File: src/rtl/alu_sequencer.sv
// Two-requester round-robin front end for a multi-cycle ALU: latch, issue, wait, respond.
// Optional ALU_SEQ_CHECK_EN rejects requests whose operand-valid pattern does not suit the command.
module alu_sequencer #(
    parameter int WIDTH     = 8,
    parameter int CMD_WIDTH = 4
) (
    input  logic                 clk,
    input  logic                 rst,
    input  logic                 req0_valid,
    output logic                 req0_ready,
    input  logic                 req0_mode,
    input  logic                 req0_cin,
    input  logic [CMD_WIDTH-1:0] req0_cmd,
    input  logic [1:0]           req0_inp_valid,
    input  logic [WIDTH-1:0]     req0_opa,
    input  logic [WIDTH-1:0]     req0_opb,
    input  logic                 req1_valid,
    output logic                 req1_ready,
    input  logic                 req1_mode,
    input  logic                 req1_cin,
    input  logic [CMD_WIDTH-1:0] req1_cmd,
    input  logic [1:0]           req1_inp_valid,
    input  logic [WIDTH-1:0]     req1_opa,
    input  logic [WIDTH-1:0]     req1_opb,
    output logic                 alu_ce,
    output logic                 alu_mode,
    output logic                 alu_cin,
    output logic [CMD_WIDTH-1:0] alu_cmd,
    output logic [1:0]           alu_inp_valid,
    output logic [WIDTH-1:0]     alu_opa,
    output logic [WIDTH-1:0]     alu_opb,
    input  logic [WIDTH:0]       alu_res,
    input  logic                 alu_err,
    input  logic                 alu_oflow,
    input  logic                 alu_cout,
    input  logic                 alu_g,
    input  logic                 alu_l,
    input  logic                 alu_e,
    output logic                 rsp_valid,
    output logic                 rsp_id,
    output logic [WIDTH:0]       rsp_res,
    output logic                 rsp_err,
    output logic                 rsp_oflow,
    output logic                 rsp_cout,
    output logic                 rsp_g,
    output logic                 rsp_l,
    output logic                 rsp_e,
    output logic                 busy
);
    // state | meaning
    // IDLE  | ready offered to the arbitration winner
    // ISSUE | ALU enabled, latency counter loaded
    // WAIT  | ALU enabled, counting down to result capture
    // RESP  | rsp_valid for one cycle
    typedef enum logic [1:0] {IDLE, ISSUE, WAIT, RESP} state_t;

    state_t               state_q, state_d;
    logic                 id_q, mode_q, cin_q, last_q;
    logic [CMD_WIDTH-1:0] cmd_q;
    logic [1:0]           iv_q, cnt_q;
    logic [WIDTH-1:0]     opa_q, opb_q;
    logic                 grant_id, accept, skip, is_mul;

    // Ties go to the requester that was not granted last.
    assign grant_id   = (req0_valid && req1_valid) ? ~last_q : req1_valid;
    assign accept     = (state_q == IDLE) && (req0_valid || req1_valid) && rst;
    assign req0_ready = accept && !grant_id;
    assign req1_ready = accept && grant_id;

    assign is_mul = mode_q && ((cmd_q == CMD_WIDTH'(9)) || (cmd_q == CMD_WIDTH'(10)));

`ifdef ALU_SEQ_CHECK_EN
    logic illegal_q;

    function automatic logic iv_legal(input logic mode, input logic [CMD_WIDTH-1:0] cmd,
                                      input logic [1:0] iv);
        logic [1:0] need;
        logic       known;
        need  = 2'b11;
        known = 1'b1;
        if (mode) begin
            case (int'(cmd))
                0, 1, 2, 3, 8, 9, 10: need = 2'b11;
                4, 5:                 need = 2'b01;
                6, 7:                 need = 2'b10;
                default:              known = 1'b0;
            endcase
        end else begin
            case (int'(cmd))
                0, 1, 2, 3, 4, 5, 12, 13: need = 2'b11;
                6, 8, 9:                  need = 2'b01;
                7, 10, 11:                need = 2'b10;
                default:                  known = 1'b0;
            endcase
        end
        return known && (iv == need);
    endfunction

    always_ff @(posedge clk or negedge rst) begin
        if (!rst)
            illegal_q <= 1'b0;
        else if (accept)
            illegal_q <= grant_id ? !iv_legal(req1_mode, req1_cmd, req1_inp_valid)
                                  : !iv_legal(req0_mode, req0_cmd, req0_inp_valid);
    end

    assign skip = illegal_q;
`else
    assign skip = 1'b0;
`endif

    always_comb begin
        state_d = state_q;
        case (state_q)
            IDLE:    if (accept) state_d = ISSUE;
            ISSUE:   state_d = skip ? RESP : WAIT;
            WAIT:    if (cnt_q == 2'd1) state_d = RESP;
            RESP:    state_d = IDLE;
            default: state_d = IDLE;
        endcase
    end

    always_ff @(posedge clk or negedge rst) begin
        if (!rst) begin
            state_q   <= IDLE;
            last_q    <= 1'b1;
            id_q      <= 1'b0;
            mode_q    <= 1'b0;
            cin_q     <= 1'b0;
            cmd_q     <= '0;
            iv_q      <= 2'b00;
            opa_q     <= '0;
            opb_q     <= '0;
            cnt_q     <= 2'd0;
            rsp_id    <= 1'b0;
            rsp_res   <= '0;
            rsp_err   <= 1'b0;
            rsp_oflow <= 1'b0;
            rsp_cout  <= 1'b0;
            rsp_g     <= 1'b0;
            rsp_l     <= 1'b0;
            rsp_e     <= 1'b0;
        end else begin
            state_q <= state_d;
            if (accept) begin
                last_q <= grant_id;
                id_q   <= grant_id;
                mode_q <= grant_id ? req1_mode      : req0_mode;
                cin_q  <= grant_id ? req1_cin       : req0_cin;
                cmd_q  <= grant_id ? req1_cmd       : req0_cmd;
                iv_q   <= grant_id ? req1_inp_valid : req0_inp_valid;
                opa_q  <= grant_id ? req1_opa       : req0_opa;
                opb_q  <= grant_id ? req1_opb       : req0_opb;
            end
            if (state_q == ISSUE)
                cnt_q <= is_mul ? 2'd3 : 2'd1;
            else if (state_q == WAIT)
                cnt_q <= cnt_q - 2'd1;
            if (state_q == WAIT && cnt_q == 2'd1) begin
                rsp_id    <= id_q;
                rsp_res   <= alu_res;
                rsp_err   <= alu_err;
                rsp_oflow <= alu_oflow;
                rsp_cout  <= alu_cout;
                rsp_g     <= alu_g;
                rsp_l     <= alu_l;
                rsp_e     <= alu_e;
            end
`ifdef ALU_SEQ_CHECK_EN
            if (state_q == ISSUE && skip) begin
                rsp_id    <= id_q;
                rsp_res   <= '0;
                rsp_err   <= 1'b1;
                rsp_oflow <= 1'b0;
                rsp_cout  <= 1'b0;
                rsp_g     <= 1'b0;
                rsp_l     <= 1'b0;
                rsp_e     <= 1'b0;
            end
`endif
        end
    end

    assign busy          = (state_q != IDLE);
    assign alu_ce        = ((state_q == ISSUE) || (state_q == WAIT)) && !skip;
    assign alu_inp_valid = alu_ce ? iv_q : 2'b00;
    assign alu_mode      = mode_q;
    assign alu_cin       = cin_q;
    assign alu_cmd       = cmd_q;
    assign alu_opa       = opa_q;
    assign alu_opb       = opb_q;
    assign rsp_valid     = (state_q == RESP);

endmodule

File: config.mk
export PLATFORM = sky130hd
export DESIGN_NAME = alu_sequencer
export DESIGN_NICKNAME = d
export VERILOG_FILES = /design/src/rtl/alu_sequencer.sv
export SDC_FILE = /design/constraint.sdc
export NUM_CORES = 1
export LEC_CHECK = 0
export CELL_PAD_IN_SITES_DETAIL_PLACEMENT = 1
export CELL_PAD_IN_SITES_GLOBAL_PLACEMENT = 1
export CORE_MARGIN = 2
export CORE_UTILIZATION = 27
export CTS_CLUSTER_DIAMETER = 100
export DETAILED_ROUTE_END_ITERATION = 16
export PLACE_DENSITY_LB_ADDON = 0.1
export REMOVE_ABC_BUFFERS = 1
export SLEW_MARGIN = 40
export SYNTH_ARGS = -nofsm -noshare
export SYNTH_HDL_FRONTEND = slang
export SYNTH_SLANG_ARGS = --single-unit
File: constraint.sdc
create_clock -name clk -period 1.6 [get_ports clk]
set_clock_uncertainty 0.1 [all_clocks]
set_input_delay 0.32 -clock clk [delete_from_list [all_inputs] [get_ports clk]]
set_output_delay 0.32 -clock clk [all_outputs]
set_load 0.02 [all_outputs]
==> qor.csv <==
metric,value,unit
violations,negative setup slack,
io_buffer_count,111,
reg2reg_depth,9,
crit_path_start,state_q[1],
clock.fmax,540,MHz
worstReg2RegEnd,iv_q[0],
fin_area,3740,sq um
intPower,4.06,mW
crit_fanout,2,
drc,0,
multi_input_area,953,sq um
ant_nets,0,
start_kind,flip-flop,
layout_common_cells,"clkdlybuf4s50_1 (64), dfrtp_1 (45), dlygate4sd2_1 (39)",
gr-total-overflow,0,
setup_violations,32,
fillers,810,
place_area,3410,sq um
clock-sinks,46,
initial_core_util,27.5,%
core.rowCount,32,
fin_crit_sh,116,%
maxCapViolCount,0,
ys_warn_count,0,
seq_area,1150,sq um
path_class,flip-flop to output port,
firstDrtPassIters,4,
layout-drive-gt1-share,25.3,%
core_region_area,7610,sq um
grt_pass1_wl,10100,microns
htreeDepth,2,
period_needed,1.85,ns
cts_made_buffers,5,
slew_headroom,64.5,%
mostFrequentLayoutCell,clkdlybuf4s50_1,
vdd_drop_max,598,uV
timing.hold.ws,0.196,ns
diodes,0,
ys_types,27,
antenna_found_initial,0,
grt_max_degree,42,
die_w,92.1,microns
hold_violations,0,
required,1.18,ns
outcome,finished with violations,
seqPwrFrac,30.9,%
gp_congestion,0.722,
clk_pin_slew,0.09,ns
die_y,92.1,microns
root_buffer,clkbuf_8,
setup_ws,-0.253,ns
vias,1891,
die_area,8480,sq um
switching_share,39.0,%
synth_top_area_cell,dfrtp_1,
power_frac_clock,11.2,%
syn-cell-area,2100,sq um
drv_slew,0,
timing.reg2reg.setup_slack,-0.19,ns
rsz0062_at_grt,yes,
power_density,1780,nW/um^2
r2r-start,state_q[1],
grt_usage,15.0,%
drt_wl_total,6750,microns
fin_nets,369,
p_comb_share,57.9,%
grt_pass1_vias,1983,
arrival,1.43,ns
hold_path_class,primary input to asynchronous set/reset pin,
drtIter0Drc,30,
clockBufferDepth,2,
area_growth,78.4,%
cts_tree,done,
ys_ff_latch,46,
place_hpwl,4420,microns
power.leakage,1.76,nW
synthTopCellsByArea,"dfrtp_1 (54%), a221o_1 (11%), and3_1 (7.2%)",
wire_per_inst,16.9,microns
yosysSeqAreaShare,55.0,%
critPathCaptureType,output port,
synth.avg_cell_area,13.4,sq um
synth_top_area_share,53.7,%
worstSkewPairLatency,0.30,ns
io_pins,112,
p_switching,2.59,mW
crit_end,req0_ready,
synthCells,156,
worst_pin_slew,0.532,ns
avgViaCountPerCell,4.74,
Yosys cell counts, drive strengths merged:
cell / number
o21a: 1
nand3: 1
xnor2: 1
and2: 3
nand2: 3
and3: 25
a21o: 2
nand4b: 1
a2bb2oi: 1
nor2b: 1
o221ai: 1
a21oi: 2
ha: 6
dfstp: 1
nand2b: 1
buf: 9
o211ai: 1
mux2: 17
a221o: 24
inv: 5
o21ai: 1
dfrtp: 45
nor2: 4
cell type report:
class                           count  share of cell area [%]
Timing Repair Buffer              142                    37.3
Inverter                            5                   0.502
Clock buffer                        5                    1.84
Sequential cell                    46                    30.8
Clock inverter                      3                   0.636
Multi-Input combinational cell     96                    25.5
Tap cell                          102                    3.41
power by group through the flow:
| stage | clock [mW] | sequential [mW] | combinational, mW |
|---|---|---|---|
| floorplan | 0 | 2.62 | 1.20 |
| global placement | 0 | 2.07 | 3.61 |
| detailed placement | 0 | 2.08 | 3.65 |
| CTS | 0.782 | 2.06 | 3.57 |
| global route | 0.816 | 2.14 | 4.13 |
| finish | 0.748 | 2.06 | 3.85 |
metrics by stage:
stage          setup slack [ns]  TNS [ns]  utilization, %  std cells  total power, mW
6_report                 -0.253     -5.08            49.2        399             6.65
5_1_grt                  -0.313     -7.21            49.2        399             7.09
4_1_cts                  -0.266     -4.28            46.9        392             6.41
3_5_place_dp             -0.518    -10.61            44.9        379             5.72
3_3_place_gp             -0.516    -10.07            44.9        379             5.68
2_1_floorplan            -0.175     -4.70               -        147             3.82
worst min-delay path by stage:
stage            endpoint  slack, ns  cells after the start
5_1_grt        alu_cmd[2]       0.26                      3
3_3_place_gp   state_q[1]       0.17                      2
2_1_floorplan     alu_cin      -0.08                      0
6_report       alu_cmd[2]       0.20                      3
3_5_place_dp   state_q[0]       0.17                      2
4_1_cts        alu_opa[7]       0.17                      3
flip-flops by register name, indices dropped and copies added (netlist names), 2 cells and up:
signal,cells
alu_cmd,4
cnt_q,2
rsp_res,9
state_q,2
iv_q,2
alu_opa,8
alu_opb,8
critical path: stages (launching register included):
cell and delay (ns):
dfrtp_1 0.39, inv_2 0.08, ha_4 0.14, buf_6 0.09
and3_4 0.17, and2_4 0.15, buf_6 0.11
per-layer routing:
layer,vias up,track usage [%],wire length (microns)
met5,-,0,0
met4,0,4.35,97
met3,8,5.67,549
met2,75,25.7,3390
met1,934,17.6,2710
li1,874,-,-
what timing repair did:
item	in CTS	in global routing
setup buffers	4	6
resized for setup	92	15
gates cloned	0	3
endpoints found under the setup margin	70	48
hold endpoints to repair	4	0
hold buffers	2	0
pin swaps	5	5
cell families after synthesis:
| family | count (synthesis) | synth area share, % |
|---|---|---|
| buffers and inverters | 14 | 5.43 |
| DFF | 46 | 55.0 |
| muxes | 17 | 9.13 |
| adders and majority gates | 6 | 3.58 |
| AOI/OAI and AO/OA | 33 | 15.2 |
| and+or+nand+nor | 39 | 11.2 |
| xor gates and xnor gates | 1 | 0.418 |
Power figures use the tool's default switching activity.
